$ cat src/rtl/gumnut_bus_pkg.sv
// ----------------------------------------------------------------------------
// gumnut_bus_pkg
// Shared types and constants for the Gumnut data-bus arbiter.
//   arb_state_t : arbiter FSM state encoding
//   M0 / M1     : master index values used for gnt_idx / last_idx
// ----------------------------------------------------------------------------
package gumnut_bus_pkg;

    typedef enum logic [1:0] {
        ARB_IDLE,
        ARB_GNT,
        ARB_ERR
    } arb_state_t;

    localparam logic M0 = 1'b0;
    localparam logic M1 = 1'b1;

endpackage : gumnut_bus_pkg

$ cat src/rtl/gumnut_bus_arbiter_rr_pick2.sv
// ----------------------------------------------------------------------------
// rr_pick2
// Combinational two-way round-robin pick.
//   req[1:0] : request vector (bit 0 = m0, bit 1 = m1)
//   last_idx : most recently granted master
//   valid    : at least one request present
//   idx      : chosen master; on a tie the one that was not granted last
// ----------------------------------------------------------------------------
module rr_pick2
    import gumnut_bus_pkg::*;
(
    input  logic [1:0] req,
    input  logic       last_idx,
    output logic       valid,
    output logic       idx
);

    always_comb begin
        valid = |req;
        if (req == 2'b11) begin
            idx = ~last_idx;
        end else if (req[1]) begin
            idx = M1;
        end else begin
            idx = M0;
        end
    end

endmodule : rr_pick2

$ cat src/rtl/gumnut_bus_arbiter.sv
// ----------------------------------------------------------------------------
// gumnut_bus_arbiter
// Round-robin arbiter sharing one Wishbone-style data-memory slave between
// the Gumnut core data bus (m0) and a secondary master (m1). The grant is
// held for a whole bus cycle; a watchdog reports a one-cycle bus error to
// the granted master when the slave stops acknowledging.
//
// Ports
//   clk, rst_n                    : clock, async active-low reset
//   mX_cyc_i/stb_i/we_i/adr_i/dat_i : master X request side
//   mX_dat_o/ack_o/err_o          : master X response side
//   s_cyc_o/stb_o/we_o/adr_o/dat_o  : slave request side
//   s_dat_i, s_ack_i              : slave response side
//   gnt_o                         : one-hot registered grant, 00 = idle
//
// State      | meaning
// -----------+---------------------------------------------------------
// ARB_IDLE   | no grant, arbitrate every edge
// ARB_GNT    | master r_gnt_idx owns the slave, watchdog running
// ARB_ERR    | one-cycle error report to r_gnt_idx, slave strobe gated
// ----------------------------------------------------------------------------
module gumnut_bus_arbiter
    import gumnut_bus_pkg::*;
#(
    parameter int ADDR_W  = 8,
    parameter int DATA_W  = 8,
    parameter int TIMEOUT = 15
) (
    input  logic              clk,
    input  logic              rst_n,

    input  logic              m0_cyc_i,
    input  logic              m0_stb_i,
    input  logic              m0_we_i,
    input  logic [ADDR_W-1:0] m0_adr_i,
    input  logic [DATA_W-1:0] m0_dat_i,
    output logic [DATA_W-1:0] m0_dat_o,
    output logic              m0_ack_o,
    output logic              m0_err_o,

    input  logic              m1_cyc_i,
    input  logic              m1_stb_i,
    input  logic              m1_we_i,
    input  logic [ADDR_W-1:0] m1_adr_i,
    input  logic [DATA_W-1:0] m1_dat_i,
    output logic [DATA_W-1:0] m1_dat_o,
    output logic              m1_ack_o,
    output logic              m1_err_o,

    output logic              s_cyc_o,
    output logic              s_stb_o,
    output logic              s_we_o,
    output logic [ADDR_W-1:0] s_adr_o,
    output logic [DATA_W-1:0] s_dat_o,
    input  logic [DATA_W-1:0] s_dat_i,
    input  logic              s_ack_i,

    output logic [1:0]        gnt_o
);

    localparam int CNT_W = $clog2(TIMEOUT + 1);
    localparam logic [CNT_W-1:0] WD_LIMIT = CNT_W'(TIMEOUT - 1);

    arb_state_t       r_state;
    logic             r_gnt_idx;
    logic             r_last_idx;
    logic [CNT_W-1:0] r_wd_cnt;

    arb_state_t       w_state_nxt;
    logic             w_gnt_idx_nxt;
    logic             w_last_idx_nxt;
    logic [CNT_W-1:0] w_wd_cnt_nxt;
    logic             w_rearb;

    logic              w_cyc;
    logic              w_stb;
    logic              w_we;
    logic [ADDR_W-1:0] w_adr;
    logic [DATA_W-1:0] w_dat;

    logic w_pick_valid;
    logic w_pick_idx;

    // Granted master's request bundle
    assign w_cyc = (r_gnt_idx == M1) ? m1_cyc_i : m0_cyc_i;
    assign w_stb = (r_gnt_idx == M1) ? m1_stb_i : m0_stb_i;
    assign w_we  = (r_gnt_idx == M1) ? m1_we_i  : m0_we_i;
    assign w_adr = (r_gnt_idx == M1) ? m1_adr_i : m0_adr_i;
    assign w_dat = (r_gnt_idx == M1) ? m1_dat_i : m0_dat_i;

    // One picker serves both idle arbitration and release handover; on
    // release the owner's cyc is already low so it cannot re-win.
    rr_pick2 u_pick (
        .req      ({m1_cyc_i, m0_cyc_i}),
        .last_idx (r_last_idx),
        .valid    (w_pick_valid),
        .idx      (w_pick_idx)
    );

    always_ff @(posedge clk or negedge rst_n) begin
        if (!rst_n) begin
            r_state    <= ARB_IDLE;
            r_gnt_idx  <= M0;
            r_last_idx <= M1;
            r_wd_cnt   <= '0;
        end else begin
            r_state    <= w_state_nxt;
            r_gnt_idx  <= w_gnt_idx_nxt;
            r_last_idx <= w_last_idx_nxt;
            r_wd_cnt   <= w_wd_cnt_nxt;
        end
    end

    always_comb begin
        w_state_nxt    = r_state;
        w_gnt_idx_nxt  = r_gnt_idx;
        w_last_idx_nxt = r_last_idx;
        w_wd_cnt_nxt   = '0;
        w_rearb        = 1'b0;

        s_cyc_o  = 1'b0;
        s_stb_o  = 1'b0;
        s_we_o   = 1'b0;
        s_adr_o  = '0;
        s_dat_o  = '0;
        m0_ack_o = 1'b0;
        m1_ack_o = 1'b0;
        m0_err_o = 1'b0;
        m1_err_o = 1'b0;

        case (r_state)
            ARB_IDLE: begin
                w_rearb = 1'b1;
            end
            ARB_GNT: begin
                s_cyc_o  = w_cyc;
                s_stb_o  = w_stb;
                s_we_o   = w_we;
                s_adr_o  = w_adr;
                s_dat_o  = w_dat;
                m0_ack_o = s_ack_i && (r_gnt_idx == M0);
                m1_ack_o = s_ack_i && (r_gnt_idx == M1);
                if (!w_cyc) begin
                    w_rearb = 1'b1;
                end else if (w_stb && !s_ack_i) begin
                    // An ack on the limit cycle skips this branch, so ack wins.
                    if (r_wd_cnt == WD_LIMIT) begin
                        w_state_nxt = ARB_ERR;
                    end else begin
                        w_wd_cnt_nxt = r_wd_cnt + 1'b1;
                    end
                end
            end
            ARB_ERR: begin
                m0_err_o = (r_gnt_idx == M0);
                m1_err_o = (r_gnt_idx == M1);
                if (!w_cyc) begin
                    w_rearb = 1'b1;
                end else begin
                    w_state_nxt = ARB_GNT;
                end
            end
            default: begin
                w_state_nxt = ARB_IDLE;
            end
        endcase

        if (w_rearb) begin
            if (w_pick_valid) begin
                w_state_nxt    = ARB_GNT;
                w_gnt_idx_nxt  = w_pick_idx;
                w_last_idx_nxt = w_pick_idx;
            end else begin
                w_state_nxt    = ARB_IDLE;
            end
        end
    end

    assign gnt_o = (r_state == ARB_IDLE) ? 2'b00 :
                   (r_gnt_idx == M1)     ? 2'b10 : 2'b01;

    assign m0_dat_o = s_dat_i;
    assign m1_dat_o = s_dat_i;

endmodule : gumnut_bus_arbiter

$ cat config.mk
export PLATFORM = sky130hd
export DESIGN_NAME = gumnut_bus_arbiter
export DESIGN_NICKNAME = d
export VERILOG_FILES = /design/src/rtl/gumnut_bus_pkg.sv /design/src/rtl/gumnut_bus_arbiter_rr_pick2.sv /design/src/rtl/gumnut_bus_arbiter.sv
export SDC_FILE = /design/constraint.sdc
export NUM_CORES = 1
export LEC_CHECK = 0
export ABC_AREA = 0
export ABC_CLOCK_PERIOD_IN_PS = 4700
export BUFFER_PORTS_ARGS = -buffer_cell sky130_fd_sc_hd__buf_2
export CORE_ASPECT_RATIO = 0.8
export CORE_MARGIN = 2
export CORE_UTILIZATION = 41
export CTS_BUF_LIST = sky130_fd_sc_hd__clkbuf_4 sky130_fd_sc_hd__clkbuf_8
export DETAILED_ROUTE_END_ITERATION = 8
export GPL_ROUTABILITY_DRIVEN = 0
export GPL_TIMING_DRIVEN = 0
export PLACE_DENSITY = 0.95
export SYNTH_ARGS = -nofsm -noshare
export SYNTH_HDL_FRONTEND = slang
export SYNTH_SLANG_ARGS = --single-unit
$ cat constraint.sdc
create_clock -name clk -period 4.7 [get_ports clk]
set_input_delay 0.47 -clock clk [delete_from_list [all_inputs] [get_ports clk]]
set_output_delay 0.47 -clock clk [all_outputs]
set_load 0.1 [all_outputs]
* After elaboration in Yosys (flattened, before gate mapping)
Index checks and enable logic that the tools add are counted.
** Storage, ports and cells
- Register bits after elaboration :: 8
- Latch bits :: 0
- RAM bits :: 0
- Bits in read-only memories :: 0
- Input bits :: 49
- Output and inout bits :: 41
- Logic and storage cells :: 56
- Memories kept :: 0
** Operators by class
- Add/sub/neg operators :: 1
- $mul :: 0
- Div/mod/pow operators :: 0
- Order comparisons :: 0
- Equality and inequality tests :: 9
- Shift operators :: 0
- Muxes and demuxes :: 31
- Bitwise logic cells :: 2
- Reductions and logical operators :: 9
** Operators with widths (count)
- 8-bit 2-to-1 mux :: 4
- 4-bit 2-to-1 mux :: 4
- 1-bit 2-to-1 mux :: 14
- 2-bit 2-to-1 mux :: 7
- 3-bit != test (second input constant) :: 4
- 2-bit one-hot mux with 3 select lines :: 1
- 5-bit AND reduction :: 1
- 4-bit by 1-bit adder with 4-bit output (second input constant) :: 1
- 2-bit == test (second input constant) :: 2
- 4-bit == test (second input constant) :: 1
- 2-bit OR reduction :: 2
- 1-bit logical AND :: 3
- 2-bit by 1-bit == test with 1-bit output (second input constant) :: 1
- 2-bit logical NOT :: 1
- 2-bit != test (second input constant) :: 1
- 1-bit inverter :: 2
- 1-bit one-hot mux with 2 select lines :: 1
- 2-bit AND reduction :: 1
- 1-bit logical NOT :: 1

* Depth between registers and ports, before layout
Gate-level depths: netlist of the first run.
- Depth after elaboration :: 6
- Gate-level depth with buffers :: 6
- Mapped depth without buffers :: 6

* Cells and area by module
From an unflattened synthesis of the first run, not the netlist that was laid out.
** Unflattened totals
- Cells, all modules :: 113
- Area total of the unflattened synthesis :: 998.5 sq um
** By module, submodules not included
- gumnut_bus_arbiter :: instances 1, cells each 111, area each 984.7 sq um, sequential area each 201.4 sq um
- rr_pick2 :: instances 1, cells each 2, area each 13.8 sq um, sequential area each 0.0 sq um

* Worst setup path before layout of the first run
OpenSTA, ideal clock, no wires.
- Path kind :: reg2out
- Start point :: register r_gnt_idx
- End point :: output port s_adr_o[0]
- Data arrival time :: 2402 ps
- Data required time :: 4230 ps
- Setup slack :: 1828 ps
- Cell stages (with the launch flop) :: 5
- Buffers on the path :: 2
- Cells stage by stage :: dfrtp_1 buf_6 clkbuf_1 mux2i_1 nor2b_1
** On the way
- Word-level cells in the longest chain between the ends :: 2
** Ends and longest elaborated chain
- start: declaration :: line gumnut_bus_arbiter.sv:65 : logic r_gnt_idx;
- start signal: assignment :: line gumnut_bus_arbiter.sv:108 : r_gnt_idx <= w_gnt_idx_nxt;
- 8-bit 2-to-1 mux :: line gumnut_bus_arbiter.sv:88 : assign w_adr = (r_gnt_idx == M1) ? m1_adr_i : m0_adr_i;
- 8-bit 2-to-1 mux :: line gumnut_bus_arbiter.sv:131 : case (r_state)
- end: declaration :: line gumnut_bus_arbiter.sv:53 : output logic [ADDR_W-1:0] s_adr_o,
Every way passes these cells.

* Worst setup path after layout of the first run
- Start point :: register r_gnt_idx
- End point :: output port s_dat_o[2]
** On the way
- Word-level cells in the longest chain between the ends :: 2
** Ends and longest elaborated chain
- 8-bit 2-to-1 mux :: line gumnut_bus_arbiter.sv:89 : assign w_dat = (r_gnt_idx == M1) ? m1_dat_i : m0_dat_i;
- 8-bit 2-to-1 mux :: line gumnut_bus_arbiter.sv:131
- end: declaration :: line gumnut_bus_arbiter.sv:54 : output logic [DATA_W-1:0] s_dat_o,
Every way passes these cells.

==> reports/results.ini, run 1 <==
[clock_tree]
ctsHoldBuffers=0
clock-sinks=8
htreeDepth=1
cts-root-buf=clkbuf_4
cts_buffers=3
clkLatencyLatePin_ns=0.25
clock_path_buffers=2
cts_resized=0
clk_pin_slew_worst_paths_ns=0.06
cts_tree=done
cts_setup_buffers=0

[critical_path]
cp-end-kind=primary output
crit_required_ns=4.23
ff2ff_path_depth=6
worstSetupPathType=reg -> out
rrSetupSlack_ns=2.76
crit_path_start=r_gnt_idx
r2r-start=r_wd_cnt[0]
critPathLaunchType=flip-flop
reg2reg_to=r_state[1]
arrival_ns=1.99
cp_max_fo=10

[timing]
worstMarginPinSlew_ns=0.649
period_minus_slack_ns=2.46
relSlewSlack_pct=56.7
rsz0062_at_grt=no
finClkSkew_ns=0.0129
maxSlewViolCount=0
fin_crit_sh_pct=52.3
hold_viol=0
tns_ns=0
max_freq_ghz=0.407
setup_viol=0

[cells_and_area]
num-nets-final=253
syn_to_final_growth_pct=48.8
fillers=188
antenna_cells=0
drive_gt1_share_pct=52.6

[detailed_routing]
antenna_left=0
drtIter0Drc=14
drc_errors=0
wl_per_cell_um=11.5
vias=1035
firstDrtPassIters=4
wl_um=2540
vias_per_cell=4.68

[floorplan]
row_count=15
initial_utilization_pct=44.0
dieArea_mm2=0.00274
die_h_um=47.2
fp.dieW_um=58.0
io_pins=90
coreArea_mm2=0.00218

[global_route]
grt_start_max_net_pins=11
grt_pass1_vias=875
grtUsageTotal_pct=16.5
grt_antenna_before_repair=0
grt-ovfl-total=0
grt_pass1_wl_um=3480

[synth]
muxShareOfSynthArea_pct=19.9
synth.avg_cell_area_um2=8.62
synth_top_family_by_area=simple AND/OR/NAND/NOR gates
yosys_warnings=0
synth-simple-area-share_pct=23.1
synth_seq_cells=8
synth_top_area_share_pct=19.9
synth-compound-area-share_pct=8.10
ys_seq_area_share_pct=21.0
synth.area.top_cells=mux2i_1 (20%), dfrtp_1 (18%), nor2b_1 (14%), buf_4 (13%), ha_1 (9.2%)
netlist_area_um2=957
synth_fp_nets=167
synth_xor_area_share_pct=1.83
synth_fa_ha_area_share_pct=9.15
synth_cell_types=27
synth_area_leader_cell=mux2i_1
postSynthCellCount=111

[worst_hold_path]
worstHoldPathType=in -> async

[job]
drv_cap=0

[placed_design]
dp_hpwl_um=2230
io_buffers=81

[run_status]
status=complete, no violations

==> flip-flops by register name, summed over array words and instances, names as in the netlist <==
signal and flops:
r_wd_cnt 4, r_state 2, r_gnt_idx 1, r_last_idx 1
==> logic make-up (layout without fill, tap and decap cells) <==
kind of cell,after synthesis,count (layout)
buffers and inverters,25,110
AND/OR/NAND/NOR,40,40
AO/OA/AOI/OAI,10,10
XOR/XNOR,2,2
adder cells (fa/ha/maj),7,7
flip-flops,8,8
multiplexers,19,19
==> synthesized netlist by cell type <==
cell type	number
nor2b_1	22
mux2i_1	19
buf_4	16
nor2_1	8
dfrtp_1	7
ha_1	7
clkbuf_1	4
inv_1	4
nand2_1	3
nand3_1	3
o31ai_1	2
a21o_1	1
a21oi_1	1
a22o_1	1
a31oi_1	1
a32o_1	1
and2_1	1
and3_1	1
buf_6	1
dfstp_2	1
nor3_1	1
o21ai_0	1
o31a_1	1
o41a_1	1
or4b_1	1
xnor2_1	1
xor2_1	1
==> layout make-up <==
cell class | instances | area [µm²] | area share, %
Buffer | 21 | 146 | 10.3
Timing Repair Buffer | 81 | 405 | 28.5
Inverter | 4 | 15.0 | 1.05
Sequential cell | 8 | 201 | 14.1
Multi-Input combinational cell | 78 | 594 | 41.7
Tap cell | 25 | 31.3 | 2.20
Clock buffer | 4 | 30.0 | 2.11
==> critical path: stages (launching register included) <==
cell and delay [ns]:
dfrtp_1 0.34, buf_6 0.14, clkbuf_1 0.51, mux2i_1 0.16
nor2b_1 0.15, buf_2 0.44
==> worst max-delay path by stage <==
stage	slack, ns	end	cells past startpoint
after floorplan	1.83	s_adr_o[0]	4
after global placement	2.50	s_dat_o[1]	5
after detailed placement	2.47	s_dat_o[2]	5
after CTS	2.22	s_dat_o[2]	5
after global routing	2.09	s_dat_o[2]	5
final	2.24	s_dat_o[2]	5
==> layer usage <==
layer  up-vias  global-route usage [%]  routed length, µm
li1        525                       -                  -
met2        46                    32.0               1330
met4         0                    6.98                 26
met5         -                       0                  0
met1       460                    17.2                911
met3         4                    4.68                275
==> layout by cell type (no fill, tap or decap), drive strengths merged <==
cell | netlist | layout
a21o | 1 | 1
a21oi | 1 | 1
a22o | 1 | 1
a31oi | 1 | 1
a32o | 1 | 1
and2 | 1 | 1
and3 | 1 | 1
buf | 17 | 98
clkbuf | 4 | 8
dfrtp | 7 | 7
dfstp | 1 | 1
ha | 7 | 7
inv | 4 | 4
mux2i | 19 | 19
nand2 | 3 | 3
nand3 | 3 | 3
nor2 | 8 | 8
nor2b | 22 | 22
nor3 | 1 | 1
o21ai | 1 | 1
o31a | 1 | 1
o31ai | 2 | 2
o41a | 1 | 1
or4b | 1 | 1
xnor2 | 1 | 1
xor2 | 1 | 1
==> stage by stage <==
step | cell area [µm²] | hold WS, ns | cells | worst slack (ns) | utilization (%)
6_report | 1420 | 0.0387 | 221 | 2.24 | 65.4
5_1_grt | 1420 | 0.0360 | 221 | 2.09 | 65.4
4_1_cts | 1420 | 0.0361 | 221 | 2.22 | 65.4
3_5_place_dp | 1390 | 0.316 | 217 | 2.47 | 64.0
3_3_place_gp | 1390 | 0.315 | 217 | 2.50 | 64.0
2_1_floorplan | 957 | 0.174 | 111 | 1.83 | -
Power of run 1 is not shown: default switching activity piles up to over one toggle a cycle in this logic, so the estimate is an artifact.
==> run 2, diff against run 1 <==
- ABC_CLOCK_PERIOD_IN_PS: 4700 -> 2500
- CORE_UTILIZATION: 41 -> 38
- PLACE_DENSITY: 0.95 -> 0.9
- clock period: 4.7 -> 2.5 ns (I/O delays scaled with it)
==> reports/results.ini, run 2 (synthesis results as in run 1) <==
[run_status]
status=complete, no violations  ; unchanged

[clock_tree]
cts_tree=done  ; unchanged
cts_buffers=3  ; unchanged
clock_path_buffers=2  ; unchanged
clock-sinks=8  ; unchanged
cts-root-buf=clkbuf_4  ; unchanged
clkLatencyLatePin_ns=0.27  ; was 0.25 ns
cts_setup_buffers=0  ; unchanged
htreeDepth=1  ; unchanged
clk_pin_slew_worst_paths_ns=0.05  ; was 0.06 ns

[critical_path]
worstSetupPathType=reg -> out  ; unchanged
crit_required_ns=2.25  ; was 4.23 ns
arrival_ns=2.11  ; was 1.99 ns
critPathLaunchType=flip-flop  ; unchanged
cp_max_fo=10  ; unchanged
cp-end-kind=primary output  ; unchanged
ff2ff_path_depth=6  ; unchanged

[worst_hold_path]
worstHoldPathType=in -> reg  ; was in -> async
whs_path_depth=2

[detailed_routing]
antenna_left=0  ; unchanged
wl_um=2670  ; was 2540 µm
drc_errors=0  ; unchanged
wl_per_cell_um=11.5  ; about the same
vias_per_cell=4.45  ; was 4.68
drtIter0Drc=19  ; was 14
vias=1036  ; was 1,035
firstDrtPassIters=4  ; unchanged

[timing]
setup_viol=0  ; unchanged
hold_viol=0  ; unchanged
relSlewSlack_pct=49.4  ; was 56.7%
period_minus_slack_ns=2.36
finClkSkew_ns=0.0147  ; was 0.0129 ns
tns_ns=0  ; unchanged
fin_crit_sh_pct=94.3
max_freq_ghz=0.424
rsz0062_at_grt=no  ; unchanged
worstMarginPinSlew_ns=0.758  ; was 0.649 ns
maxSlewViolCount=0  ; unchanged

[global_route]
grt_antenna_before_repair=0  ; unchanged
grtUsageTotal_pct=18.2  ; was 16.5%
grt-ovfl-total=0  ; unchanged
grt_pass1_wl_um=4110  ; was 3480 µm
grt_pass1_vias=967  ; was 875
grt_start_max_net_pins=11  ; unchanged

[cells_and_area]
top_regs=r_wd_cnt (4), r_state (2)  ; unchanged
fillers=227  ; was 188
largest_register=r_wd_cnt  ; unchanged
final_cell_mix=buf_2 (81), mux2i_1 (19), buf_4 (16)  ; was buf_2 (81), nor2b_1 (22), mux2i_1 (19)
layout_commonest_cell=buf_2  ; unchanged
fin_util_pct=61.2  ; was 65.4%
num-nets-final=254  ; was 253
instances_no_fill=233  ; was 221
largest_reg_flops=4  ; unchanged
drive_gt1_share_pct=59.4  ; was 52.6%
antenna_cells=0  ; unchanged
syn_to_final_growth_pct=54.9  ; was 48.8%

[floorplan]
initial_utilization_pct=39.5  ; was 44.0%
io_pins=90  ; unchanged
die_h_um=48.9  ; was 47.2 µm
fp.dieW_um=60.1  ; was 58.0 µm
row_count=16  ; was 15
dieArea_mm2=0.00294  ; was 0.00274 mm²
coreArea_mm2=0.00242  ; was 0.00218 mm²

[placed_design]
io_buffers=81  ; unchanged
dp.cells=228  ; was 217
dp_hpwl_um=2250  ; was 2230 µm

[job]
drv_cap=0  ; unchanged

## run 2: metal layers
metal	vias up	global-route usage (%)	wire length [µm]	part of all wire [%]
met3	4	3.98	172	6.4
li1	536	-	-	-
met4	0	5.19	27	1.0
met1	449	19.4	1010	38
met5	-	0	0	0
met2	47	34.4	1460	55
## run 2: cell type report
type | count | area [µm²] | area share [%]
multi-input cells | 78 | 629 | 42.4
repair buffers | 82 | 415 | 28.0
flip-flops and latches | 8 | 201 | 13.6
plain buffers | 21 | 146 | 9.87
well taps | 36 | 45.0 | 3.04
clock buffers | 4 | 30.0 | 2.03
inverters | 4 | 15.0 | 1.01
## run 2: repair_timing
action,CTS,global route
hold endpoints to repair,7,0
hold buffers,1,0
resized for setup,0,0
## run 2: through the flow
step,hold slack [ns],setup WS [ns],area (µm²)
2_1_floorplan,-0.0456,0.000362,992
3_3_place_gp,0.0960,0.505,1440
3_5_place_dp,0.101,0.410,1440
4_1_cts,0.188,0.138,1480
5_1_grt,0.201,0.0153,1480
6_report,0.201,0.142,1480
## run 2: final timing paths
kind                              from          end  slack (ns)
min reg2reg                r_wd_cnt[0]  r_wd_cnt[0]        0.50
max in group asynchronous        rst_n   r_last_idx        1.88
min                           m0_cyc_i   r_last_idx        0.20
max                          r_gnt_idx   s_dat_o[6]        0.14
max reg2reg                r_wd_cnt[0]   r_state[1]        0.58
min in group asynchronous        rst_n  r_wd_cnt[0]        0.36
## run 2: worst max-delay path, cell delays in order (launching register included)
cell,delay [ns]
dfrtp_1,0.34
buf_6,0.14
clkbuf_1,0.59
mux2i_1,0.19
nor2b_2,0.16
buf_2,0.44
Power of run 2 is left out for the same reason.
==> run 3, diff against run 2 <==
- ABC_AREA: 0 -> 1
==> reports/results.ini, run 3 <==
[run_status]
status=complete, no violations  ; unchanged

[global_route]
grt_antenna_before_repair=0  ; unchanged
grt-ovfl-total=0  ; unchanged
grt_pass1_vias=1038  ; was 967
grtUsageTotal_pct=17.8  ; was 18.2%
grt_pass1_wl_um=4170  ; was 4110 µm
grt_start_max_net_pins=11  ; unchanged

[detailed_routing]
wl_um=2660  ; was 2670 µm
wl_per_cell_um=9.82  ; was 11.5 µm
vias_per_cell=4.42  ; was 4.45
drc_errors=0  ; unchanged
firstDrtPassIters=4  ; unchanged
antenna_left=0  ; unchanged
vias=1199  ; was 1,036
drtIter0Drc=43  ; was 19

[worst_hold_path]
worstHoldPathType=in -> reg  ; unchanged

[synth]
synth_edf_count=0  ; unchanged
synth_fp_nets=205  ; was 167
postSynthCellCount=149  ; was 111
synth_flop_cell=dfrtp_1  ; unchanged
synth_top_area_share_pct=18.3  ; was 19.9%
synth.area.top_cells=dfrtp_1 (18%), nor2_1 (16%), buf_4 (13%), ha_1 (9.1%), o21ai_0 (8.9%)  ; was mux2i_1 (20%), dfrtp_1 (18%), nor2b_1 (14%), buf_4 (13%), ha_1 (9.2%)
yosys_warnings=0  ; unchanged
synth.avg_cell_area_um2=6.43  ; was 8.62 µm²
synth_most_common_cell=nor2_1  ; was nor2b_1
synth_cell_types=24  ; was 27
synthArstFlopShare_pct=100  ; unchanged
synth_area_leader_cell=dfrtp_1  ; was mux2i_1
ys_seq_area_share_pct=21.0  ; about the same
ys_top_cells_by_count=nor2_1 (42), nand2_1 (19), o21ai_0 (17)  ; was nor2b_1 (22), mux2i_1 (19), buf_4 (16)
netlist_area_um2=958  ; was 957 µm²
synth_seq_cells=8  ; unchanged

[cells_and_area]
fin_util_pct=61.9  ; was 61.2%
fillers=232  ; was 227
seq_area_um2=201  ; unchanged
largest_register=r_wd_cnt  ; unchanged
drive_gt1_share_pct=53.2  ; was 59.4%
layout_commonest_cell=buf_2  ; unchanged
top_regs=r_wd_cnt (4), r_state (2)  ; unchanged
syn_to_final_growth_pct=56.4  ; was 54.9%
largest_reg_flops=4  ; unchanged
num-nets-final=292  ; was 254
multi_input_area_um2=578  ; was 629 µm²
final_cell_mix=buf_2 (72), nor2_1 (32), nand2_1 (19)  ; was buf_2 (81), mux2i_1 (19), buf_4 (16)
antenna_cells=0  ; unchanged

[timing]
max_freq_ghz=0.439  ; was 0.424 GHz
relSlewSlack_pct=66.9  ; was 49.4%
setup_viol=0  ; unchanged
hold_viol=0  ; unchanged
maxSlewViolCount=0  ; unchanged
period_minus_slack_ns=2.28  ; was 2.36 ns
finClkSkew_ns=0.0143  ; was 0.0147 ns
fin_crit_sh_pct=91.2  ; was 94.3%
whs_ns=0.311  ; was 0.201 ns
rsz0062_at_grt=no  ; unchanged
worstMarginPinSlew_ns=0.499  ; was 0.758 ns

[critical_path]
reg2reg_to=r_state[0]  ; was r_state[1]
ff2ff_path_depth=11  ; was 6
critPathMaxStageDelay_ns=0.43  ; was 0.59 ns
cp-end-kind=primary output  ; unchanged
worstSetupPathType=reg -> out  ; unchanged
crit_chain=inv_1 -> ha_1 -> buf_2 -> clkbuf_1 -> o21ai_0 -> nor2_2 -> clkbuf_4  ; was buf_6 -> clkbuf_1 -> mux2i_1 -> nor2b_2 -> buf_2
crit_path_start=r_state[1]  ; was r_gnt_idx
critPathLaunchType=flip-flop  ; unchanged
r2r-start=r_state[1]  ; was r_wd_cnt[0]
crit_required_ns=2.25  ; about the same
arrival_ns=2.03  ; was 2.11 ns
slowest_stage=dfrtp_1  ; was clkbuf_1
cp_max_fo=10  ; unchanged
crit_end=s_adr_o[4]  ; was s_dat_o[6]
rrSetupSlack_ns=0.89  ; was 0.58 ns

[placed_design]
dp_hpwl_um=2220  ; was 2250 µm
io_buffers=81  ; unchanged

[clock_tree]
cts_setup_buffers=0  ; unchanged
clock-sinks=8  ; unchanged
clock_path_buffers=2  ; unchanged
clkLatencyLatePin_ns=0.26  ; was 0.27 ns
clk_pin_slew_worst_paths_ns=0.06  ; was 0.05 ns
cts_tree=done  ; unchanged
htreeDepth=1  ; unchanged
cts_buffers=3  ; unchanged
cts-root-buf=clkbuf_4  ; unchanged

[floorplan]
fp.dieW_um=60.2  ; was 60.1 µm
coreArea_mm2=0.00242  ; unchanged
io_pins=90  ; unchanged
die_h_um=48.9  ; about the same
dieArea_mm2=0.00294  ; about the same
initial_utilization_pct=39.6  ; was 39.5%
row_count=16  ; unchanged

[job]
drv_cap=0  ; unchanged

[run 3: cell count changes after synthesis, moves of 4 or more]
cell	delta
nor2_1	+34
nor2b_1	-22
mux2i_1	-19
nand2_1	+16
o21ai_0	+16
inv_1	+7
nand2_2	+4
[run 3: per-layer routing]
metal	vias to the layer above	track usage, %	part of all wire, %
li1	627	-	-
met5	-	0	0
met3	2	5.31	9.7
met1	520	20.0	41
met2	50	33.0	49
met4	0	2.59	0.49
[run 3: critical path: cells and delay by family (launching register included)]
family | cells | cell delay (ns)
AOI/OAI and AO/OA | 1 | 0.17
adders and majority gates | 1 | 0.14
buffers and inverters | 4 | 0.92
DFF | 1 | 0.43
and+or+nand+nor | 1 | 0.11
[run 3: what timing repair did]
item,CTS,global route
endpoints found under the hold margin,7,0
resized for setup,0,10
hold buffers,1,0
endpoints found under the setup margin,0,10
[run 3: logic make-up (layout without fill, tap and decap cells)]
family	Yosys count	count (layout)	synth area share [%]
simple gates	78	78	34.9
buf+inv	34	120	21.3
compound gates	20	20	11.9
flops	8	8	21.0
fa+ha+maj	7	7	9.14
xor+xnor	2	2	1.83
[run 3: worst min path at each step]
stage                         from     endpoint  slack [ns]  cells after the start
final                     m1_cyc_i   r_last_idx        0.31                      3
after global routing      m1_cyc_i   r_last_idx        0.33                      3
after CTS                 m1_cyc_i   r_last_idx        0.30                      3
after detailed placement     rst_n  r_wd_cnt[3]         0.1                      1
after global placement       rst_n  r_wd_cnt[3]        0.09                      1
after floorplan              rst_n    r_gnt_idx       -0.05                      0
[run 3: through the flow]
stage               std cells  area (µm²)  setup slack [ns]  TNS (ns)
floorplan                 149         983            -0.638     -1.35
global placement          266        1430             0.427         0
detailed placement        266        1430             0.396         0
CTS                       271        1470             0.105         0
global route              271        1500            0.0225         0
finish                    271        1500             0.220         0
[run 3: area by class of cell]
| class | instances | share of cell area [%] |
|---|---|---|
| inverters | 12 | 3.01 |
| repair buffers | 82 | 29.4 |
| clock buffers | 4 | 2.00 |
| plain buffers | 22 | 10.6 |
| multi-input cells | 107 | 38.6 |
| flip-flops and latches | 8 | 13.4 |
| well taps | 36 | 3.01 |
Power of run 3 is left out for the same reason.
